<file path="src/rtl/unpack_pkg.sv">
// Shared types for the word unpacker.
// Holds the FSM state encoding and the lane-count sanitiser.
package unpack_pkg;

  typedef enum logic {
    IDLE,
    EMIT
  } state_e;

  // A count of zero or above the lane total means a full beat.
  function automatic int fix_count(
    input int cnt,
    input int lanes
  );
    return (cnt == 0 || cnt > lanes) ? lanes : cnt;
  endfunction

endpackage

</file>
<file path="src/rtl/word_unpacker.sv">
// Splits one wide bus beat into a stream of words.
// Emits lanes 0..count-1 in order, one per output handshake.
module word_unpacker
  import unpack_pkg::*;
#(
  parameter int WORD_SIZE = 32,
  parameter int LANES     = 4,
  parameter int BUS_SIZE  = WORD_SIZE * LANES,
  parameter int CNT_W     = $clog2(LANES + 1)
) (
  input  logic                 clk,
  input  logic                 rst,
  input  logic                 in_valid,
  output logic                 in_ready,
  input  logic [BUS_SIZE-1:0]  in_data,
  input  logic [CNT_W-1:0]     in_count,
  output logic                 out_valid,
  input  logic                 out_ready,
  output logic [WORD_SIZE-1:0] out_data,
  output logic                 out_last
);

  if (BUS_SIZE != WORD_SIZE * LANES ||
      LANES < 2 || LANES > 16) begin : g_param_chk
    $error("word_unpacker: illegal parameters");
  end

  state_e              st_q;
  logic [CNT_W-1:0]    idx_q;
  logic [CNT_W-1:0]    cnt_q;
  logic [CNT_W-1:0]    cnt_d;
  logic [BUS_SIZE-1:0] bus_q;
  logic                in_acc;
  logic                out_hs;

  assign cnt_d = CNT_W'(fix_count(int'(in_count), LANES));

  assign out_valid = (st_q == EMIT);
  assign out_last  = out_valid &&
                     (idx_q == cnt_q - 1'b1);
  assign out_data  =
    bus_q[int'(idx_q) * WORD_SIZE +: WORD_SIZE];

  // The last lane handing off frees the holding register this cycle.
  assign in_ready = !rst &&
                    (!out_valid || (out_last && out_ready));
  assign in_acc   = in_valid && in_ready;
  assign out_hs   = out_valid && out_ready;

  always_ff @(posedge clk) begin
    if (rst) begin
      st_q  <= IDLE;
      idx_q <= '0;
      cnt_q <= '0;
      bus_q <= '0;
    end else if (in_acc) begin
      st_q  <= EMIT;
      idx_q <= '0;
      cnt_q <= cnt_d;
      bus_q <= in_data;
    end else if (out_hs) begin
      if (out_last) begin
        st_q <= IDLE;
      end else begin
        idx_q <= idx_q + 1'b1;
      end
    end
  end

endmodule

</file>
<file path="config.mk">
export PLATFORM = sky130hd
export DESIGN_NAME = word_unpacker
export DESIGN_NICKNAME = d
export VERILOG_FILES = /design/src/rtl/unpack_pkg.sv /design/src/rtl/word_unpacker.sv
export SDC_FILE = /design/constraint.sdc
export NUM_CORES = 1
export LEC_CHECK = 0
export CORE_MARGIN = 4
export CORE_UTILIZATION = 40
export DETAILED_ROUTE_END_ITERATION = 8
export PLACE_DENSITY = 0.71
export SETUP_SLACK_MARGIN = 0.3
export SYNTH_ARGS = -nofsm -noshare
export SYNTH_HDL_FRONTEND = slang
export SYNTH_SLANG_ARGS = --single-unit
</file>
<file path="constraint.sdc">
create_clock -name clk -period 4.8 [get_ports clk]
set_input_delay 0.96 -clock clk [delete_from_list [all_inputs] [get_ports clk]]
set_output_delay 0.96 -clock clk [all_outputs]
set_load 0.01 [all_outputs]
</file>
* Yosys cells after proc, flatten, opt, wreduce, memory -nomap -nowiden
Index checks and enable logic that the tools add are counted.
** Cells by class
- Equality and inequality tests :: 1
- Muxes and demuxes :: 4
- Shift-type cells :: 1
- Bitwise logic cells :: 1
- Add/subtract/negate cells :: 2
- Magnitude comparators :: 1
- Reductions and logical operators :: 15
** Operators by type and width (number)
- indexed part select 128 x 9 -> 32 bit :: 1
- logical AND 1 bit :: 5
- AND reduction 2 bit :: 2
- nonzero test 2 bit :: 2
- adder 3 x 1 -> 3 bit (second input constant) :: 1
- == test 3 bit :: 1
- > comparator 3 bit (second input constant) :: 1
- zero test 3 bit :: 1
- 2-to-1 mux 1 bit :: 3
- 2-to-1 mux 3 bit :: 1
- subtractor 3 x 1 -> 3 bit (second input constant) :: 1
- zero test 1 bit :: 2
- logical OR 1 bit :: 2
- OR reduction 2 bit :: 1
- inverter 1 bit :: 1
** Storage, ports and cells
- Bits in registers :: 135
- Word-level logic and storage cells :: 29
- Output and inout port bits :: 35
- Input bits :: 135

* Logic depth before layout (Yosys ltp)
Gate-level depths: netlist of the first run.
- Word-level depth :: 9
- Mapped depth :: 8
- Gate-level depth less buffers :: 6

* Least setup slack after synthesis of the first run
Ideal clock, no wire load.
- Path type :: reg-to-output
- From :: register idx_q[0]
- To :: output port out_data[23]
- Data required time :: 3.840 ns
- Slack :: 2.097 ns
- Stages on the path, launching flop included :: 5
- Arrival time :: 1.743 ns
- Buffers on the path :: 2
- Path through :: dfxtp_1 -> buf_2 -> buf_1 -> mux4_2 -> nor2b_1
** Between the ends
- Cells in the longest elaborated chain, start to end :: 1
** Ends and longest elaborated chain
- start, declared :: line word_unpacker.sv:29 : logic [CNT_W-1:0] idx_q;
- start signal, assigned :: line word_unpacker.sv:65 : idx_q <= idx_q + 1'b1;
- indexed part select 128 x 9 -> 32 bit :: line word_unpacker.sv:42 : bus_q[int'(idx_q) * WORD_SIZE +: WORD_SIZE];
- end, declared :: line word_unpacker.sv:19 : output logic [WORD_SIZE-1:0] out_data,
No other way between the ends.

* Final worst setup path of the first run
- From :: register idx_q[0]
- To :: output port in_ready
** Between the ends
- Cells in the longest elaborated chain, start to end :: 5
** Ends and longest elaborated chain
- == test 3 bit :: line word_unpacker.sv:40 : (idx_q == cnt_q - 1'b1);
- logical AND 1 bit :: line word_unpacker.sv:39 : assign out_last = out_valid &&
- logical AND 1 bit :: line word_unpacker.sv:46 : (!out_valid || (out_last && out_ready));
- logical OR 1 bit :: line word_unpacker.sv:46
- logical AND 1 bit :: line word_unpacker.sv:45 : assign in_ready = !rst &&
- end, declared :: line word_unpacker.sv:14 : output logic in_ready,
No other way between the ends.

==> impl_metrics.yaml, run 1 <==
critical_path:
  reg2reg_from: "idx_q[0]"
  worstPathMaxFanout: 19
  worst_setup_sp: "idx_q[0]"
  crit_required_ns: 3.84
  worst-setup-path-type: "register to primary output"
  cp-start-kind: "register"
  cp_data_arrival_time_ns: 2.66
  crit_path_end_kind: "primary output"
worst_hold_path:
  worst_hold_startpoint: "bus_q[106]"
  min_path_type: "register to register"
power:
  sw_frac_of_total: 0.210
  power_per_cell_area_nw_per_um2: 382
  totalPowerFinal_mw: 2.96
  max_ir_drop_vdd_mv: 0.221
  p_sw_uw: 621
  p_seq_frac: 0.417
  cellLeakagePower_nw: 3.02
  power.clock.fraction: 0.463
  comb_power_share: 0.121
  intPower_mw: 2.33
run:
  max-cap-violations: 0
timing:
  finalSetupViolCount: 0
  max_freq_ghz: 0.276
  totalNegativeSetupSlack_ns: 0
  layout_min_cycle_time_ns: 3.62
  finalWorstSetupSlack_ns: 1.18
  relSlewSlack: 0.524
  tightest_slew_ns: 0.713
  period_share: 0.755
  worst_clock_skew_ns: 0.00630
  grt_setup_unrepaired: "no"
  hold_viol_final: 0
  slew_violations: 0
yosys:
  synth_xor_area_frac: 0.0170
  synth_commonest_cells: "dfxtp_1, a22o_1, mux4_2, nor2b_1, buf_2"
  synth_seq_area_share: 0.509
  syn-num-nets: 555
  multiplexer_area_fraction_after_synthesis: 0.138
  synth_top_area_share: 0.509
  post_synth_inst_count: 417
  synth-seq-cells: 135
  prevailing_post_synth_register_cell: "dfxtp_1"
  synth_area_in_compound_gates: 0.231
  async_flop_share: 0
  syn_area_um2: 5310
  synth-edff-count: 0
  post_synth_num_cell_types: 32
  post_synth.cell_area_avg_um2: 12.7
  synth_top_family_by_area: "compound AO/OA/AOI/OAI gates"
  synth_fa_ha_area_frac: 0.00707
  yosys_warnings: 0
  synth.most_common_cell: "dfxtp_1"
  synth-simple-area-share: 0.0575
  yosys.area.top_type: "dfxtp_1"
  netlist_top_cells_area: "dfxtp_1, a22o_1, mux4_2"
die:
  floorplan.die.height_um: 123
  fp-row-count: 41
  die_width_um: 123
  starting_density: 0.414
  number_of_placed_i_o_pins: 170
  die_area_um2: 15200
  core_region_area_um2: 12800
place:
  hpwlAfterDp_mm: 9.64
  gp_routability_congestion: 0.892
  place_ws_ns: 1.21
  portBuffers: 169
  placedInstanceArea_um2: 7110
global_routing:
  antenna_found_initial: 1
  grt.overflow.total: 0
  global_route_wire_length_before_repair_mm: 21.6
  number_of_global_route_vias_before_repair: 4168
  grt_max_degree: 129
  globalRouteTotalUtil: 0.187
layout:
  layout-drive-gt1-share: 0.129
  insertedDiodeCount: 0
  layout-area-overhead-vs-synth_pct: 45.9
  final_core_utilization: 0.604
  fin_area_um2: 7740
  fin_nets: 707
routing:
  via_per_inst: 5.39
  route.vias.total: 4063
  routedWlPerCell_um: 18.7
  drt_pass1_iterations: 4
  routed_wirelength_mm: 14.1
  detail_route.drc_violations: 0
  route.antenna.remaining_nets: 0
  detail_route.iter0.violations: 261
clock_tree:
  cts_tree: "yes"
  cts.repair.resized: 0
  cts.htree.levels: 4
  clkLatencyLatePin_ns: 0.41
  cts.hold.buffers_added: 0
  max_clock_buf_depth: 2
  clock_sinks: 135
  clock-root-buffer: "clkbuf_16"
  cts_setup_buffers: 0
  clk_pin_slew_worst_paths_ns: 0.05
  cts_made_buffers: 17
status:
  outcome: "completed"
## power groups by stage
stage | Sequential [mW] | Combinational (mW) | Clock [mW]
floorplan | 1.24 | 0.181 | 0
global placement | 1.25 | 0.353 | 0
detailed placement | 1.25 | 0.358 | 0
CTS | 1.23 | 0.360 | 1.39
global route | 1.24 | 0.382 | 1.45
finish | 1.23 | 0.357 | 1.37
## layer usage
metal,part of all wire,track usage
met4,0.016,0.0692
met3,0.074,0.0682
met1,0.44,0.245
met2,0.47,0.285
met5,0.0014,0
## through the flow
stage	cells	hold slack, ns
2_1_floorplan	417	0.443
3_3_place_gp	722	0.455
3_5_place_dp	722	0.460
4_1_cts	754	0.475
5_1_grt	754	0.489
6_report	754	0.472
## layout make-up
cell class,instances,area (um^2)
repair buffers,174,1770
fillers,1045,5080
clock inverters,7,113
inverters,5,18.8
multi-input cells,236,2400
flip-flops and latches,135,2710
well taps,172,215
clock buffers,25,526
## registers in the layout (all words and copies together), names as in the netlist
| register | flops |
|---|---|
| out_valid | 1 |
| cnt_q | 3 |
| bus_q | 128 |
| idx_q | 3 |
## final timing paths
path	cells past startpoint	slack (ns)	end
worst max-delay path	5	1.18	in_ready
worst min register to register	1	0.47	bus_q[106]
worst min-delay path	1	0.47	bus_q[106]
worst max register to register	6	1.51	bus_q[69]
## worst max-delay path: stages (launching register included)
cell,delay [ns]
dfxtp_2,0.78
buf_12,0.28
xor2_1,0.30
a41oi_1,0.21
nor2_1,0.12
clkdlybuf4s50_1,0.54
## layout by cell type, fill, tap and decap left out, drive strengths merged, types with 2 or more instances in the layout
master | Yosys | layout
nand2b | 3 | 3
nand3 | 3 | 3
buf | 34 | 5
clkdlybuf4s50 | 0 | 169
clkbuf | 7 | 25
nor2b | 32 | 32
xnor2 | 3 | 3
nor3 | 2 | 2
inv | 5 | 5
ha | 3 | 3
mux4 | 32 | 32
a21oi | 3 | 3
a22o | 128 | 128
nor2 | 7 | 7
nand2 | 2 | 2
bufinv | 0 | 3
clkinv | 0 | 3
dfxtp | 135 | 135
xor2 | 2 | 2
a211oi | 3 | 3
## cells by family after synthesis
| group | count (synthesis) |
|---|---|
| muxes | 33 |
| xor gates and xnor gates | 7 |
| AOI/OAI and AO/OA | 140 |
| DFF | 135 |
| and+or+nand+nor | 53 |
| buffers and inverters | 46 |
| adders and majority gates | 3 |
(Power assumes the default switching activity.)
==> run 2, diff against run 1 <==
--- a/config.mk
+++ b/config.mk
@@ -8,7 +8,7 @@
 export CORE_MARGIN = 4
 export CORE_UTILIZATION = 40
 export DETAILED_ROUTE_END_ITERATION = 8
-export PLACE_DENSITY = 0.71
+export PLACE_DENSITY = 0.74
 export SETUP_SLACK_MARGIN = 0.3
 export SYNTH_ARGS = -nofsm -noshare
 export SYNTH_HDL_FRONTEND = slang
==> constraint.sdc (replaced) <==
create_clock -name clk -period 3.1 [get_ports clk]
set_input_delay 0.62 -clock clk [delete_from_list [all_inputs] [get_ports clk]]
set_output_delay 0.62 -clock clk [all_outputs]
set_load 0.01 [all_outputs]
==> impl_metrics.yaml, run 2 (synthesis results as in run 1) <==
critical_path:
  worst-setup-path-type: "register to primary output"
  worstPathMaxFanout: 23
  crit_path_end_kind: "primary output"
  cp-start-kind: "register"
  reg2reg_from: "cnt_q[0]"
  cp_data_arrival_time_ns: 2.19
  crit_required_ns: 2.48
  r2r_cells: 8
  worstReg2RegEnd: "bus_q[7]"
  setup.reg_to_reg.worst_slack_ns: 0.49
place:
  placedInstanceArea_um2: 7150
  gp_routability_congestion: 0.827
  portBuffers: 169
  place_ws_ns: 0.241
  hpwlAfterDp_mm: 9.85
layout:
  regArea_um2: 2710
  final_core_utilization: 0.612
  final_cell_mix: "clkdlybuf4s50_1, dfxtp_1, a22o_1"
  fin_area_um2: 7850
  layout-area-overhead-vs-synth_pct: 48.0
  insertedDiodeCount: 0
  biggest_regs: "bus_q: 128 flops, cnt_q: 3 flops, idx_q: 3 flops"
  filler_cell_count: 1051
  layout-drive-gt1-share: 0.150
  max_ffs_per_register: 128
  fin_nets: 718
  most_common_library_cell_in_the_layout_ignoring_fill_and_taps: "clkdlybuf4s50_1"
  multi_input_comb_area_um2: 2460
  registers.top_by_ff_count: "bus_q"
worst_hold_path:
  number_of_cells_traversed_by_the_worst_hold_path: 1
  hold_end: "bus_q[102]"
  worst_hold_startpoint: "bus_q[102]"
  min_path_type: "register to register"
global_routing:
  antenna_found_initial: 0
  grt_busiest_layer: "met2"
  met1_global_route_usage: 0.257
  grt.overflow.total: 0
  globalRouteTotalUtil: 0.188
  number_of_global_route_vias_before_repair: 4198
  global_route_wire_length_before_repair_mm: 21.8
  grtUsageMet3: 0.0576
  grt_max_degree: 129
  gr-usage-met2: 0.277
die:
  die_area_um2: 15200
  fp-row-count: 41
  starting_density: 0.414
  floorplan.die.height_um: 123
  die_width_um: 123
  number_of_placed_i_o_pins: 170
  core_region_area_um2: 12800
timing:
  slew_violations: 0
  finalHoldWorstSlack_ns: 0.475
  grt_setup_unrepaired: "yes"
  relSlewSlack: 0.388
  max_freq_ghz: 0.355
  tightest_slew_ns: 0.917
  hold_viol_final: 0
  totalNegativeSetupSlack_ns: 0
  worst_clock_skew_ns: 0.00674
  period_share: 0.908
  finalSetupViolCount: 0
  layout_min_cycle_time_ns: 2.81
  finalWorstSetupSlack_ns: 0.286
routing:
  route.vias.total: 4158
  via_per_inst: 5.44
  route.antenna.remaining_nets: 0
  routedWlPerCell_um: 19.6
  routed_wirelength_mm: 15.0
  drt_pass1_iterations: 4
  detail_route.iter0.violations: 282
  detail_route.drc_violations: 0
clock_tree:
  clock_sinks: 135
  clkLatencyLatePin_ns: 0.41
  clk_pin_slew_worst_paths_ns: 0.06
  clock-root-buffer: "clkbuf_16"
  cts_tree: "yes"
  max_clock_buf_depth: 2
  cts.hold.buffers_added: 0
  cts_made_buffers: 17
  cts.htree.levels: 4
run:
  max-cap-violations: 0
power:
  power_per_cell_area_nw_per_um2: 567
  max_ir_drop_vdd_mv: 0.353
  cellLeakagePower_nw: 3.08
status:
  outcome: "completed"
## run 2: where the power goes
part	switching, mW	total (mW)	internal [mW]
registers	0.0572	1.90	1.84
logic	0.217	0.594	0.377
clock network	0.714	1.96	1.24
## run 2: critical path, cell delays in order (launching register included)
cell and delay (ns):
dfxtp_2 0.35, buf_12 0.22, mux4_2 0.53, nor2b_1 0.16
clkdlybuf4s50_1 0.50
## run 2: worst max-delay path by stage
| stage | cells after the start | end | startpoint |
|---|---|---|---|
| global placement | 6 | bus_q[8] | out_ready |
| floorplan | 4 | out_data[23] | idx_q[0] |
| detailed placement | 6 | bus_q[33] | out_ready |
| global route | 4 | out_data[6] | idx_q[0] |
| CTS | 4 | out_data[9] | idx_q[0] |
| finish | 4 | out_data[9] | idx_q[0] |
## run 2: what timing repair did
action	CTS	global route
setup buffers	0	3
pin swaps	0	2
cloned	0	2
gates resized for setup	3	9
setup endpoints to repair	49	123
## run 2: layout make-up
cell class / count / area share
Tap cell: 172 / 0.0274
Sequential cell: 135 / 0.345
Multi-Input combinational cell: 237 / 0.313
Clock buffer: 24 / 0.0614
Inverter: 5 / 0.00239
Clock inverter: 8 / 0.0123
Timing Repair Buffer: 184 / 0.239
## run 2: metrics by stage
step / total power, mW / instances
final: 4.45 / 765
after global routing: 4.62 / 765
after detailed placement: 2.50 / 728
after floorplan: 2.20 / 417
after global placement: 2.49 / 728
after CTS: 4.47 / 760
## run 2: per-layer routing
layer	vias to the layer above	share of wire
met4	0	0.021
li1	1943	-
met5	-	0
met1	2020	0.43
met3	28	0.077
met2	167	0.47
==> run 3, diff against run 2 <==
--- a/config.mk
+++ b/config.mk
@@ -10,6 +10,7 @@
 export DETAILED_ROUTE_END_ITERATION = 8
 export PLACE_DENSITY = 0.74
 export SETUP_SLACK_MARGIN = 0.3
+export SKIP_LAST_GASP = 1
 export SYNTH_ARGS = -nofsm -noshare
 export SYNTH_HDL_FRONTEND = slang
 export SYNTH_SLANG_ARGS = --single-unit
==> results of run 3 <==
Final layout, timing and power as in run 2 (identical DEF).
